==> config.mk <==
export PLATFORM = sky130hd
export DESIGN_NAME = meter_session_ctrl_flat
export DESIGN_NICKNAME = d
export VERILOG_FILES = /design/src/rtl/meter_session_ctrl_if.sv /design/src/rtl/meter_session_ctrl.sv /design/src/flat_wrapper.sv
export SDC_FILE = /design/constraint.sdc
export NUM_CORES = 1
export LEC_CHECK = 0
export CAP_MARGIN = 10
export CORE_MARGIN = 3
export CORE_UTILIZATION = 49
export CTS_CLUSTER_SIZE = 12
export DETAILED_ROUTE_END_ITERATION = 10
export HOLD_SLACK_MARGIN = 0.03
export PLACE_DENSITY = 0.93
export RECOVER_POWER = 50
export SETUP_SLACK_MARGIN = 0.3
export SYNTH_ARGS = -nofsm -noshare
export SYNTH_HDL_FRONTEND = slang
export SYNTH_SLANG_ARGS = --single-unit
==> constraint.sdc <==
create_clock -name clk -period 4.95 [get_ports clk]
set_input_delay 0.99 -clock clk [delete_from_list [all_inputs] [get_ports clk]]
set_output_delay 0.99 -clock clk [all_outputs]
set_load 0.01 [all_outputs]
==> src/rtl/meter_session_ctrl_if.sv <==
// Link between the session sequencer, the cost converter and the payment/display consumer.
interface meter_session_ctrl_if #(
  parameter int unsigned SEC_W = 12
);
  logic [7:0]       rate_sw;
  logic [SEC_W-1:0] sec_count;
  logic [13:0]      cost_in;
  logic [13:0]      cost_out;
  logic             cost_valid;
  logic             cost_ack;

  modport master (
    output rate_sw, sec_count, cost_out, cost_valid,
    input  cost_in, cost_ack
  );

  modport slave (
    input  rate_sw, sec_count, cost_out, cost_valid,
    output cost_in, cost_ack
  );
endinterface

==> src/rtl/meter_session_ctrl.sv <==
// Parking-meter session sequencer: IDLE -> RUN -> CALC -> HOLD -> IDLE.
// Optional payment timeout in HOLD is enabled by defining PAY_TIMEOUT_EN.
module meter_session_ctrl #(
  parameter int unsigned SEC_W       = 12,
  parameter int unsigned MAX_SEC     = 4095,
  parameter int unsigned SETTLE      = 2,
  parameter int unsigned TIMEOUT_SEC = 30
) (
  input  logic                 clk,
  input  logic                 rst,
  input  logic                 tick_1hz,
  input  logic                 btn_start,
  input  logic                 btn_stop,
  input  logic [7:0]           sw,
  meter_session_ctrl_if.master bus,
  output logic                 busy,
  output logic                 overflow,
  output logic                 unpaid
);

  localparam int unsigned CW = $clog2(SETTLE + 1);

  typedef enum logic [1:0] {
    IDLE = 2'd0,
    RUN  = 2'd1,
    CALC = 2'd2,
    HOLD = 2'd3
  } state_t;

  if (SETTLE < 1) begin : g_bad_settle
    $error("SETTLE must be at least 1");
  end
  if (TIMEOUT_SEC < 1) begin : g_bad_timeout
    $error("TIMEOUT_SEC must be at least 1");
  end

  state_t           state, state_n;
  logic [7:0]       rate_r, rate_n;
  logic [SEC_W-1:0] sec_r, sec_n;
  logic [13:0]      cost_r, cost_n;
  logic             valid_r, valid_n;
  logic             ovf_r, ovf_n;
  logic             busy_r, busy_n;
  logic [CW-1:0]    settle_r, settle_n;
`ifdef PAY_TIMEOUT_EN
  localparam int unsigned TW = $clog2(TIMEOUT_SEC + 1);
  logic [TW-1:0]    to_r, to_n;
  logic             unpaid_r, unpaid_n;
`endif

  always_ff @(posedge clk or posedge rst) begin
    if (rst) begin
      state    <= IDLE;
      rate_r   <= '0;
      sec_r    <= '0;
      cost_r   <= '0;
      valid_r  <= 1'b0;
      ovf_r    <= 1'b0;
      busy_r   <= 1'b0;
      settle_r <= '0;
`ifdef PAY_TIMEOUT_EN
      to_r     <= '0;
      unpaid_r <= 1'b0;
`endif
    end else begin
      state    <= state_n;
      rate_r   <= rate_n;
      sec_r    <= sec_n;
      cost_r   <= cost_n;
      valid_r  <= valid_n;
      ovf_r    <= ovf_n;
      busy_r   <= busy_n;
      settle_r <= settle_n;
`ifdef PAY_TIMEOUT_EN
      to_r     <= to_n;
      unpaid_r <= unpaid_n;
`endif
    end
  end

  always_comb begin
    state_n  = state;
    rate_n   = rate_r;
    sec_n    = sec_r;
    cost_n   = cost_r;
    valid_n  = valid_r;
    ovf_n    = ovf_r;
    settle_n = settle_r;
`ifdef PAY_TIMEOUT_EN
    to_n     = to_r;
    unpaid_n = 1'b0;
`endif
    unique case (state)
      IDLE: begin
        if (btn_start) begin
          rate_n  = sw;
          sec_n   = '0;
          ovf_n   = 1'b0;
          state_n = RUN;
        end
      end
      RUN: begin
        settle_n = '0;
        // A tick coinciding with stop is still counted before leaving RUN.
        if (tick_1hz && (sec_r != SEC_W'(MAX_SEC))) begin
          sec_n = sec_r + SEC_W'(1);
          if (sec_n == SEC_W'(MAX_SEC)) begin
            ovf_n   = 1'b1;
            state_n = CALC;
          end
        end
        if (btn_stop) state_n = CALC;
      end
      CALC: begin
        if (settle_r == CW'(SETTLE - 1)) begin
          cost_n  = bus.cost_in;
          valid_n = 1'b1;
          state_n = HOLD;
`ifdef PAY_TIMEOUT_EN
          to_n    = '0;
`endif
        end else begin
          settle_n = settle_r + CW'(1);
        end
      end
      HOLD: begin
        if (bus.cost_ack) begin
          valid_n = 1'b0;
          sec_n   = '0;
          state_n = IDLE;
        end
`ifdef PAY_TIMEOUT_EN
        else if (tick_1hz) begin
          if (to_r == TW'(TIMEOUT_SEC - 1)) begin
            unpaid_n = 1'b1;
            valid_n  = 1'b0;
            sec_n    = '0;
            state_n  = IDLE;
          end else begin
            to_n = to_r + TW'(1);
          end
        end
`endif
      end
      default: state_n = IDLE;
    endcase
    busy_n = (state_n != IDLE);
  end

  assign bus.rate_sw    = rate_r;
  assign bus.sec_count  = sec_r;
  assign bus.cost_out   = cost_r;
  assign bus.cost_valid = valid_r;
  assign busy           = busy_r;
  assign overflow       = ovf_r;
`ifdef PAY_TIMEOUT_EN
  assign unpaid         = unpaid_r;
`else
  assign unpaid         = 1'b0;
`endif

endmodule
==> src/flat_wrapper.sv <==
// flat-port wrapper written by rule: the top's interface ports become plain ports
module meter_session_ctrl_flat 
#(
  parameter int unsigned SEC_W       = 12,
  parameter int unsigned MAX_SEC     = 4095,
  parameter int unsigned SETTLE      = 2,
  parameter int unsigned TIMEOUT_SEC = 30
)
  (clk, rst, tick_1hz, btn_start, btn_stop, sw, busy, overflow, unpaid, bus_rate_sw, bus_sec_count, bus_cost_out, bus_cost_valid, bus_cost_in, bus_cost_ack);
  meter_session_ctrl_if #(.SEC_W(SEC_W)) bus_i ();
  input  logic clk;
  input  logic rst;
  input  logic tick_1hz;
  input  logic btn_start;
  input  logic btn_stop;
  input  logic [7:0] sw;
  output logic busy;
  output logic overflow;
  output logic unpaid;
  output wire logic [$bits(bus_i.rate_sw)-1:0] bus_rate_sw;
  output wire logic [$bits(bus_i.sec_count)-1:0] bus_sec_count;
  output wire logic [$bits(bus_i.cost_out)-1:0] bus_cost_out;
  output wire logic [$bits(bus_i.cost_valid)-1:0] bus_cost_valid;
  input wire logic [$bits(bus_i.cost_in)-1:0] bus_cost_in;
  input wire logic [$bits(bus_i.cost_ack)-1:0] bus_cost_ack;
  assign bus_rate_sw = bus_i.rate_sw;
  assign bus_sec_count = bus_i.sec_count;
  assign bus_cost_out = bus_i.cost_out;
  assign bus_cost_valid = bus_i.cost_valid;
  assign bus_i.cost_in = bus_cost_in;
  assign bus_i.cost_ack = bus_cost_ack;
  meter_session_ctrl #(.SEC_W(SEC_W), .MAX_SEC(MAX_SEC), .SETTLE(SETTLE), .TIMEOUT_SEC(TIMEOUT_SEC)) u_core (.clk(clk), .rst(rst), .tick_1hz(tick_1hz), .btn_start(btn_start), .btn_stop(btn_stop), .sw(sw), .bus(bus_i), .busy(busy), .overflow(overflow), .unpaid(unpaid));
endmodule
# Word-level counts from Yosys, hierarchy flattened
# Cells that the tools add are included.
[word_totals]
latch_bits = 0
mem_count = 0
out_inout_bits = 38
elab_cells = 55
input_bits = 28
mem_bits_rw = 0
rom_bits = 0
ff_bits = 41
[classes]
bitwise = 0
n_reduce_logical = 13
n_shift = 0
eq_ne = 12
magnitude_cmp = 0
n_addsub = 2
div = 0
mul = 0
muxes = 20
[ops]
columns = ["cell", "count"]
rows = [
  ["$mux 12", 3],
  ["$pmux 12 s3", 1],
  ["$mux 2", 7],
  ["$add 12x1->12 const B", 1],
  ["$eq 12x12->1 const B", 1],
  ["$ne 12x12->1 const B", 1],
  ["$pmux 2 s4", 1],
  ["$reduce_and 4->1", 2],
  ["$reduce_bool 2->1", 4],
  ["$ne 2x1->1 const B", 3],
  ["$ne 2x2->1 const B", 3],
  ["$reduce_and 2->1", 3],
  ["$mux 1", 5],
  ["$eq 2x1->1 const B", 2],
  ["$eq 2x2->1 const B", 2],
  ["$pmux 1 s2", 2],
  ["$pmux 2 s2", 1],
  ["$reduce_and 3->1", 1],
  ["$reduce_bool 3->1", 1],
  ["$add 2x1->2 const B", 1],
  ["$logic_not 2->1", 1],
  ["$logic_and 1x1->1", 1],
]

# Logic depth before layout (Yosys ltp)
[logic_depth]
ltp_word = 7
ltp_mapped = 8
ltp_nobuf = 7

# Least setup slack after synthesis
# OpenSTA, ideal clock, no wires.
[synth_path]
kind = "in2reg"
startpoint = "input port btn_start"
endpoint = "register u_core.sec_r[4] (netlist: u_core.bus.sec_count[4])"
required_ps = 4817
path_slack_ps = 2724
path_buffers = 2
setup_ps = 133
path_stages = 7
arrival_ps = 2093
cell_sequence = "or3b_2 > clkbuf_1 > nand2_1 > a21oi_4 > buf_6 > o21ai_1 > o31ai_1"
[synth_between]
elab_chain_len = 2
[synth_rtl]
columns = ["element", "line_no", "text"]
rows = [
  ["start: declaration", "flat_wrapper.sv:14", "input logic btn_start;"],
  ["$ne 2x2->1 (no source line)", "--", ""],
  ["$reduce_and 4->1 (no source line)", "--", ""],
  ["end signal: assignment", "meter_session_ctrl.sv:68", "sec_r <= sec_n;"],
  ["end: declaration", "meter_session_ctrl.sv:39", "logic [SEC_W-1:0] sec_r, sec_n;"],
]
# Every way passes these cells.
# A chain may end at the register's enable or synchronous reset.

==> results.sh <==
export IMPL_root_buffer="clkbuf_8"
export IMPL_synth_area_leader_cell="dfrtp_1"
export IMPL_syn_nets=238
export IMPL_min_period_over_period_pct=63.26
export IMPL_hold_viol_final=0
export IMPL_ys_async_sr_fraction_pct=100.0
export IMPL_cts_tree="done"
export IMPL_ys_warnings_count=0
export IMPL_clk_latency_ns=0.29
export IMPL_switching_share_pct=34.68
export IMPL_std_cell_rows=22
export IMPL_yosys_most_used_dff="dfrtp_1"
export IMPL_overflow=0
export IMPL_fmax_mhz=319.4
export IMPL_drt_initial_drc_count=108
export IMPL_die_area_um2=4933
export IMPL_clk_pin_slew_ns=0.07
export IMPL_viasPerCell=5.646
export IMPL_drtPass1Iterations=4
export IMPL_grt_pass1_wl_um=7707
export IMPL_synth_edff_count=0
export IMPL_ys_seq_area_share_pct=50.74
export IMPL_gp_congestion=0.8208
export IMPL_clockBufferDepth=2
export IMPL_synth_commonest_cells="dfrtp_1 (41), nand2_1 (41), o21ai_0 (15), mux2_2 (14), a21oi_1 (9)"
export IMPL_yosys_top_cells_area="dfrtp_1 (51%), mux2_2 (7.8%), nand2_1 (7.6%)"
export IMPL_worst_ir_drop_vdd_v=0.0003211
export IMPL_antenna_found_initial=0
export IMPL_rsz0062_at_grt="false"
export IMPL_crit_path_end_kind="async pin"
export IMPL_grt_use_total_pct=19.11
export IMPL_synth_cell_types=41
export IMPL_worst_setup_path_type="primary input to async pin"
export IMPL_layout_drive_gt1_share_pct=9.328
export IMPL_io_buffers=64
export IMPL_max_slew_margin_pct=-41.17
export IMPL_path_max_fanout=41
export IMPL_core_area_um2=3826
export IMPL_violations="capacitance limit, slew limit"
export IMPL_cellInternalPower_uw=890.6
export IMPL_combPwrFrac_pct=43.3
export IMPL_htree_levels=2
export IMPL_critPathRequiredTime_ns=4.92
export IMPL_wirelength_um=4638
export IMPL_num_fill_cells=294
export IMPL_p_seq_share_pct=40.7
export IMPL_hold_path_class="register to register"
export IMPL_die_height_um=70.24
export IMPL_ant_nets=0
export IMPL_fin_nets=299
export IMPL_ys_ff_latch=41
export IMPL_area_growth_pct=36.14
export IMPL_dpl_hpwl_um=3322
export IMPL_ios=66
export IMPL_arrival_ns=3.10
export IMPL_cts_setup_buffers=0
export IMPL_ctsHoldBuffers=0
export IMPL_cts_sinks=41
export IMPL_grt_max_degree=42
export IMPL_routedWlPerCell_um=14.68
export IMPL_worstSetupStartpointType="primary input"
export IMPL_start_util_pct=52.84
export IMPL_drc=0
export IMPL_n_antenna_cell=0
export IMPL_p_sw_uw=472.8
export IMPL_grt_pass1_vias=1635
export IMPL_synth_top_area_share_pct=50.74
export IMPL_drv_cap=1
export IMPL_timing_hold_ws_ns=0.4800
export IMPL_syn_area_per_cell_um2=9.768
export IMPL_setup_violations=0
export IMPL_p_per_area_nw_per_um2=495.3
export IMPL_power_frac_clock_pct=16.0
export IMPL_finalSetupTns_ns=0
export IMPL_cts_buffers=5
export IMPL_cts_resized=0
export IMPL_fin_worst_skew_ns=0.005416
export IMPL_p_leak_nw=1.160
export IMPL_synthCells=207
export IMPL_status="finished, violations left"
export IMPL_synth_area_um2=2022
export IMPL_maxSlewViolCount=42
export IMPL_die_x_um=70.24
export IMPL_fin_crit_ns=3.131
export IMPL_tightest_slew_ns=2.118
export IMPL_via_count=1784
worst max-delay path, stage by stage:
cell	delay [ns]
dlygate4sd3_1	0.53
inv_1	0.06
clkbuf_1	1.50
power by group through the flow:
| stage | Clock, mW | Combinational, mW | Sequential [mW] |
|---|---|---|---|
| 3_5_place_dp | 0 | 0.592 | 0.560 |
| 5_1_grt | 0.232 | 0.640 | 0.576 |
| 2_1_floorplan | 0 | 0.290 | 0.576 |
| 4_1_cts | 0.220 | 0.595 | 0.554 |
| 3_3_place_gp | 0 | 0.572 | 0.552 |
| 6_report | 0.218 | 0.591 | 0.555 |
kinds of logic after synthesis:
group,share of synthesized area [%]
AOI/OAI and AO/OA,15.47
xor gates and xnor gates,0.4332
adders and majority gates,1.857
buffers and inverters,4.084
DFF,50.74
muxes,7.797
other,0.1855
and+or+nand+nor,19.43
layout make-up:
type / instances / area (um2) / area share (%)
Sequential cell: 41 / 1026 / 37.27
Multi-Input combinational cell: 149 / 913.4 / 33.18
Timing Repair Buffer: 65 / 644.4 / 23.41
Clock buffer: 7 / 86.33 / 3.136
Tap cell: 48 / 60.06 / 2.182
Inverter: 6 / 22.52 / 0.8182
cells in the final DEF, fill, tap and decap left out, types with 2 or more instances in the layout:
| cell type | n |
|---|---|
| nand3b_1 | 2 |
| dfrtp_1 | 41 |
| ha_1 | 3 |
| and3_1 | 3 |
| and2_1 | 2 |
| nor3_1 | 3 |
| nor2b_1 | 3 |
| clkbuf_1 | 2 |
| o21ai_0 | 15 |
| dlygate4sd3_1 | 2 |
| a31oi_1 | 4 |
| nand2b_1 | 2 |
| mux2_2 | 14 |
| nand4_1 | 4 |
| nor2_1 | 7 |
| o31ai_1 | 6 |
| clkdlybuf4s50_1 | 62 |
| nand3_1 | 5 |
| o21ai_1 | 7 |
| o41ai_1 | 2 |
| a21oi_1 | 9 |
| nand2_1 | 41 |
| inv_1 | 6 |
| clkbuf_8 | 6 |
stage by stage:
step                      util, %  area (um2)  cells  worst slack [ns]  power, mW
after global routing        71.94        2753    316             1.339      1.449
final                       71.94        2753    316             1.819      1.363
after detailed placement    69.78        2670    309             2.218      1.152
after floorplan                 -        2022    207             2.724     0.8656
after CTS                   72.04        2756    316             2.513      1.370
after global placement      69.78        2670    309             2.278      1.123
sequential cells by signal (all words and copies together), names as in the netlist:
signal,count
u_core.settle_r,2
u_core.busy,1
u_core.bus.cost_valid,1
u_core.overflow,1
u_core.bus.rate_sw,8
u_core.state,2
u_core.bus.sec_count,12
u_core.bus.cost_out,14
per-layer routing:
metal,wire length [um],share of wire [%],global-route usage [%],vias up
met2,2254,49,30.25,79
met4,48,1.0,4.681,0
met1,2033,44,25.56,849
met5,0,0,0,-
li1,-,-,-,847
met3,301,6.5,5.899,9
worst paths after layout:
check	startpoint	end	slack, ns	cells past startpoint
setup / recovery	rst	u_core.bus.rate_sw[2]$_DFFE_PP0P_	1.82	3
hold / removal	u_core.bus.rate_sw[3]$_DFFE_PP0P_	u_core.bus.rate_sw[3]$_DFFE_PP0P_	0.48	2
setup reg to reg	u_core.bus.sec_count[0]$_DFFE_PP0P_	u_core.bus.sec_count[7]$_DFFE_PP0P_	2.51	6
hold reg to reg	u_core.bus.rate_sw[3]$_DFFE_PP0P_	u_core.bus.rate_sw[3]$_DFFE_PP0P_	0.48	2
max in group clk	u_core.bus.sec_count[0]$_DFFE_PP0P_	u_core.bus.sec_count[7]$_DFFE_PP0P_	2.51	6
min in group asynchronous	rst	u_core.bus.sec_count[6]$_DFFE_PP0P_	1.91	3
(Power assumes the default switching activity.)
